`config.mk`:
```
export PLATFORM = sky130hd
export DESIGN_NAME = fake_signal_sequencer
export DESIGN_NICKNAME = d
export VERILOG_FILES = /design/src/rtl/fake_seq_pkg.sv /design/src/rtl/fake_seq_table.sv /design/src/rtl/fake_signal_sequencer.sv
export SDC_FILE = /design/constraint.sdc
export NUM_CORES = 1
export LEC_CHECK = 0
export BUFFER_PORTS_ARGS = -buffer_cell sky130_fd_sc_hd__buf_2
export CORE_MARGIN = 3
export CORE_UTILIZATION = 40
export CTS_CLUSTER_DIAMETER = 100
export CTS_CLUSTER_SIZE = 28
export DETAILED_ROUTE_END_ITERATION = 16
export SYNTH_ARGS = -nofsm -noshare
export SYNTH_HDL_FRONTEND = slang
export SYNTH_SLANG_ARGS = --single-unit
```
`constraint.sdc`:
```
create_clock -name CLK -period 8.51 [get_ports CLK]
set_clock_uncertainty 0.2 [all_clocks]
set_input_delay 1.702 -clock CLK [delete_from_list [all_inputs] [get_ports CLK]]
set_output_delay 1.702 -clock CLK [all_outputs]
set_load 0.05 [all_outputs]
```
`src/rtl/fake_seq_pkg.sv`:
```
// Shared definitions for the fake signal sequencer.
// Holds the FSM state enum, CFG_DATA field positions and default clear length.
package fake_seq_pkg;

  typedef enum logic [1:0] {
    ST_IDLE  = 2'd0,
    ST_CLEAR = 2'd1,
    ST_RUN   = 2'd2
  } state_e;

  localparam int CFG_SHWR_BIT = 31;
  localparam int CFG_MUON_BIT = 30;
  localparam int CFG_MODE_HI  = 29;
  localparam int CFG_MODE_LO  = 25;
  localparam int CFG_DWELL_HI = 24;
  localparam int CFG_DWELL_LO = 0;

  localparam int DEF_CLEAR_CYCLES = 4;

endpackage

```
`src/rtl/fake_seq_table.sv`:
```
// Program table: NSTEPS x 32 register file, sync write, async read, sync clear.
// Ports: clk, rst (sync clear), we/waddr/wdata write port, raddr/rdata read port.
module fake_seq_table #(
  parameter int NSTEPS = 8,
  parameter int AW     = $clog2(NSTEPS)
) (
  input  logic          clk,
  input  logic          rst,
  input  logic          we,
  input  logic [AW-1:0] waddr,
  input  logic [31:0]   wdata,
  input  logic [AW-1:0] raddr,
  output logic [31:0]   rdata
);

  logic [31:0] mem [NSTEPS];

  always_ff @(posedge clk) begin
    if (rst) begin
      for (int i = 0; i < NSTEPS; i++) begin
        mem[i] <= '0;
      end
    end else if (we) begin
      mem[waddr] <= wdata;
    end
  end

  assign rdata = mem[raddr];

endmodule

```
`src/rtl/fake_signal_sequencer.sv`:
```
// Steps a fake signal generator through a programmed table of MODE/enable/dwell
// entries, holding MODE=0 for CLEAR_CYCLES before every step and after the last.
// Ports: CLK, RESET (sync, active high), START/ABORT pulses, LOOP, NUM_STEPS,
// CFG_WE/CFG_ADDR/CFG_DATA table write, MODE/USE_FAKE_SHWR/USE_FAKE_MUON drive,
// BUSY, DONE pulse, STEP_IDX.
// Build option: define FAKE_SEQ_LOOP_EN to honour LOOP (repeat until ABORT).
module fake_signal_sequencer
  import fake_seq_pkg::*;
#(
  parameter int NSTEPS       = 8,
  parameter int DWELL_BITS   = 25,
  parameter int CLEAR_CYCLES = DEF_CLEAR_CYCLES
) (
  input  logic                      CLK,
  input  logic                      RESET,
  input  logic                      START,
  input  logic                      ABORT,
  input  logic                      LOOP,
  input  logic [$clog2(NSTEPS):0]   NUM_STEPS,
  input  logic                      CFG_WE,
  input  logic [$clog2(NSTEPS)-1:0] CFG_ADDR,
  input  logic [31:0]               CFG_DATA,
  output logic [4:0]                MODE,
  output logic                      USE_FAKE_SHWR,
  output logic                      USE_FAKE_MUON,
  output logic                      BUSY,
  output logic                      DONE,
  output logic [$clog2(NSTEPS)-1:0] STEP_IDX
);

  localparam int SW = $clog2(NSTEPS);
  localparam int CW = $clog2(CLEAR_CYCLES + 1);
  localparam logic [CW-1:0] CLR_LOAD = CW'(CLEAR_CYCLES - 1);

`ifdef FAKE_SEQ_LOOP_EN
  localparam logic LOOP_EN = 1'b1;
`else
  localparam logic LOOP_EN = 1'b0;
`endif

  state_e          state;
  logic            fin;
  logic [SW:0]     nsteps_q;
  logic [SW:0]     n_clamp;
  logic [CW-1:0]   clr_cnt;
  logic [DWELL_BITS-1:0] dwell_cnt;
  logic [DWELL_BITS-1:0] dwell_v;
  logic [31:0]     entry;
  logic            tbl_we;
  logic            more;
  logic            loop_req;

  assign tbl_we   = CFG_WE && (state == ST_IDLE);
  assign n_clamp  = (NUM_STEPS > (SW+1)'(NSTEPS)) ? (SW+1)'(NSTEPS)
                                                 : NUM_STEPS;
  assign more     = (({1'b0, STEP_IDX}) + (SW+1)'(1)) < nsteps_q;
  assign loop_req = LOOP & LOOP_EN;
  assign dwell_v  = DWELL_BITS'(entry[CFG_DWELL_HI:CFG_DWELL_LO]);

  fake_seq_table #(
    .NSTEPS (NSTEPS)
  ) u_table (
    .clk   (CLK),
    .rst   (RESET),
    .we    (tbl_we),
    .waddr (CFG_ADDR),
    .wdata (CFG_DATA),
    .raddr (STEP_IDX),
    .rdata (entry)
  );

  always_ff @(posedge CLK) begin
    if (RESET) begin
      state         <= ST_IDLE;
      MODE          <= '0;
      USE_FAKE_SHWR <= 1'b0;
      USE_FAKE_MUON <= 1'b0;
      BUSY          <= 1'b0;
      DONE          <= 1'b0;
      STEP_IDX      <= '0;
      fin           <= 1'b0;
      nsteps_q      <= '0;
      clr_cnt       <= '0;
      dwell_cnt     <= '0;
    end else begin
      DONE <= 1'b0;
      if (ABORT && state != ST_IDLE) begin
        // abort restarts a full final clear from wherever we are
        state         <= ST_CLEAR;
        MODE          <= '0;
        USE_FAKE_SHWR <= 1'b0;
        USE_FAKE_MUON <= 1'b0;
        clr_cnt       <= CLR_LOAD;
        fin           <= 1'b1;
      end else begin
        unique case (state)
          ST_IDLE: begin
            if (START && !ABORT) begin
              state    <= ST_CLEAR;
              BUSY     <= 1'b1;
              STEP_IDX <= '0;
              clr_cnt  <= CLR_LOAD;
              nsteps_q <= n_clamp;
              fin      <= (n_clamp == '0);
            end
          end
          ST_CLEAR: begin
            if (clr_cnt != '0) begin
              clr_cnt <= clr_cnt - 1'b1;
            end else if (fin) begin
              state    <= ST_IDLE;
              BUSY     <= 1'b0;
              DONE     <= 1'b1;
              STEP_IDX <= '0;
              fin      <= 1'b0;
            end else begin
              state         <= ST_RUN;
              MODE          <= entry[CFG_MODE_HI:CFG_MODE_LO];
              USE_FAKE_SHWR <= entry[CFG_SHWR_BIT];
              USE_FAKE_MUON <= entry[CFG_MUON_BIT];
              // zero dwell still runs one cycle
              dwell_cnt     <= (dwell_v == '0) ? '0 : dwell_v - 1'b1;
            end
          end
          ST_RUN: begin
            if (dwell_cnt != '0) begin
              dwell_cnt <= dwell_cnt - 1'b1;
            end else begin
              state         <= ST_CLEAR;
              MODE          <= '0;
              USE_FAKE_SHWR <= 1'b0;
              USE_FAKE_MUON <= 1'b0;
              clr_cnt       <= CLR_LOAD;
              if (more) begin
                STEP_IDX <= STEP_IDX + 1'b1;
              end else if (loop_req) begin
                STEP_IDX <= '0;
              end else begin
                fin <= 1'b1;
              end
            end
          end
          default: begin
            state <= ST_IDLE;
            BUSY  <= 1'b0;
          end
        endcase
      end
    end
  end

endmodule
```
==> impl_metrics.yaml <==
timing:
  setup_viol: 0
  fmax_ghz: 0.208
  worst_pin_slew_ns: 1.13
  slew_viol_final: 0
  post-route-min-period_ns: 4.81
  hold_viol: 0
  setup_tns_ns: 0
  rsz0062_at_grt: "no"
  finalCritPeriodShare_pct: 56.6
  max_slew_margin_pct: 24.4
  hold_ws_ns: 0.264
clock_tree:
  clock-sinks: 306
  holdBufCountCts: 0
  clk_latency_ns: 0.51
  htreeDepth: 1
  cts_buffer_depth: 3
  numCtsBuffers: 15
  ctsResizeCount: 0
  cts_setup_buffers: 0
  cts-root-buf: "clkbuf_16"
  path_clk_slew_ns: 0.11
  cts_tree: "done"
critical_path:
  critPathArrivalTime_ns: 4.73
  startpoint_type: "input pin"
  cp-end-kind: "flip-flop"
  slowest_delay_ns: 0.96
  cp_max_fo: 33
  worstPathCellList: "buf_2 > clkinv_1 > buf_4 > nand4_1 > nor3_2 > buf_4 > or2_2"
  path_class: "in -> reg"
  worstPathRequired_ns: 8.43
  crit_slowest_cell: "or2_2"
  path_common_cell: "buf_4"
route:
  num_vias: 9242
  via_per_inst: 5.46
  drtPass1Iterations: 5
  wl_per_cell_microns: 21.8
  met3WireLength_microns: 1980
  wl_met1_microns: 17000
  met2WireLength_microns: 17400
  ant_nets: 0
  wl_microns: 37000
  route.top_layer_used: "met5"
  drc: 0
  drt_iter0_drc: 742
logic_synthesis:
  synth_cells: 1154
  yosys_register_bits: 306
  async_reset_ff_share_pct: 0
  synth_ff_type: "edfxtp_1"
  netlist_area_sq_um: 15100
  yosys-top-cells-area: "edfxtp_1 51%, and2_1 11%, mux4_2 7.6%"
  synth_common_cells: "261 x and2_1, 256 x edfxtp_1, 51 x mux4_2"
  yosysTopAreaCellShare_pct: 50.9
  yosys.area.top_type: "edfxtp_1"
  avgSynthCellArea_sq_um: 13.1
  synth_nets: 1214
  synth-edff-count: 256
  synth_most_common_cell: "and2_1"
  yosysSeqAreaShare_pct: 57.5
  yosys_warnings: 0
  ys_types: 77
pwr:
  p_leak_nw: 5.76
  p_per_area_nw_per_um2: 219
  ir_drop_mv: 0.113
floorplanning:
  die_y_microns: 200
  initial_core_util_pct: 41.0
  coreArea_sq_um: 36900
  ios: 57
  fp-row-count: 70
  die_area_sq_um: 40100
  die_width_microns: 200
final_layout:
  fin_area_sq_um: 16400
  layout-drive-gt1-share_pct: 17.1
  fin_util_pct: 44.4
  areaGrowthSynthToFinish_pct: 8.28
  fill_cells: 3375
  nNetsFinal: 1240
job:
  cap_violations: 0
hold_path:
  min_path_type: "reg -> reg"
global_route:
  antenna_found_initial: 1
  track_usage_pct: 18.1
  grt_max_degree: 60
  grt_pass1_wl_microns: 56500
  overflow: 0
  grt_pass1_vias: 9248
place:
  post_dp_cell_area_sq_um: 15900
  routabilityCongestion: 0.841
  hpwl_microns: 21900
  place.port_buffers: 55
outcome:
  status: "complete, no violations"
## per-layer routing
layer / global-route usage [%] / vias up
li1: - / 4344
met1: 26.4 / 4632
met2: 29.2 / 229
met3: 2.49 / 35
met4: 3.36 / 2
met5: 0 / -
## cell type report
| cell class | instances | area (sq um) | share of cell area [%] |
|---|---|---|---|
| clock inverters | 3 | 33.8 | 0.207 |
| multi-input cells | 760 | 6070 | 37.1 |
| repair buffers | 76 | 433 | 2.65 |
| inverters | 21 | 78.8 | 0.482 |
| well taps | 504 | 631 | 3.86 |
| clock buffers | 22 | 412 | 2.52 |
| flip-flops and latches | 306 | 8700 | 53.2 |
| diodes | 1 | 2.50 | 0.0153 |
## final timing paths
path                                 from                end  slack [ns]  cells past startpoint
worst max-delay path                RESET  u_table.mem[1][5]        3.70                      7
worst max register to register  flip-flop       dwell_cnt[0]        3.90                      9
worst min-delay path              MODE[1]            MODE[1]        0.26                      2
worst min register to register    MODE[1]            MODE[1]        0.26                      2
## layout by cell type (no fill, tap or decap), types with 6 or more instances in the layout
master	netlist	layout
a21oi_1	36	35
mux4_2	51	51
clkbuf_1	43	6
nor2_1	45	39
edfxtp_1	256	256
nand2_1	44	44
mux2i_1	21	21
a22oi_1	9	9
nor3b_1	6	6
nor2b_1	6	6
a31oi_1	14	14
dfxtp_1	50	47
xnor2_1	8	8
or3_1	6	6
inv_1	18	18
clkbuf_16	0	15
mux4_1	9	9
xor2_1	13	13
nor2_2	0	6
and3_1	7	7
o211ai_1	9	9
nor4_1	12	12
mux2_2	16	16
and2_1	261	261
buf_4	2	21
nand2b_1	10	10
nor3_1	30	28
o21ai_4	0	6
nand4_1	6	6
ha_1	15	15
buf_2	7	55
or2_2	6	6
o22ai_1	8	8
nand3_1	14	14
a211oi_1	6	6
o21ai_0	26	20
## critical path: cells and delay by family
kind | cells | cell delay [ns]
AND/OR/NAND/NOR | 3 | 1.77
buffers and inverters | 4 | 1.20
## where the power goes
| part | internal (mW) | leakage, nW | total, mW | switching (mW) |
|---|---|---|---|---|
| Clock | 0.349 | 0.215 | 0.834 | 0.485 |
| Combinational | 0.317 | 2.48 | 0.930 | 0.613 |
| Sequential | 1.75 | 3.06 | 1.82 | 0.0725 |
## per-stage QoR
stage,cells,power (mW),worst slack (ns)
after floorplan,1154,2.53,3.33
after global placement,1667,2.76,3.19
after detailed placement,1667,2.77,3.15
after CTS,1692,3.60,3.68
after global routing,1692,3.78,3.54
final,1693,3.58,3.70
## sequential cells by signal, summed over array words and instances (netlist names), named ones only
| register | count |
|---|---|
| u_table.mem | 256 |
| dwell_cnt | 25 |
| MODE | 5 |
| nsteps_q | 4 |
| STEP_IDX | 3 |
| clr_cnt | 3 |
| state | 2 |
| BUSY | 1 |
| DONE | 1 |
| USE_FAKE_MUON | 1 |
| USE_FAKE_SHWR | 1 |
| fin | 1 |
## kinds of logic (layout without fill, tap and decap cells)
family / after synthesis / after routing / synth area share, %
AOI/OAI and AO/OA: 149 / 149 / 6.62
xor gates and xnor gates: 21 / 21 / 1.22
adders and majority gates: 15 / 15 / 1.24
buffers and inverters: 88 / 122 / 2.94
DFF: 306 / 306 / 57.5
muxes: 99 / 99 / 11.9
other: 0 / 1 / 0
and+or+nand+nor: 476 / 476 / 18.5
Power figures use the tool's default switching activity.
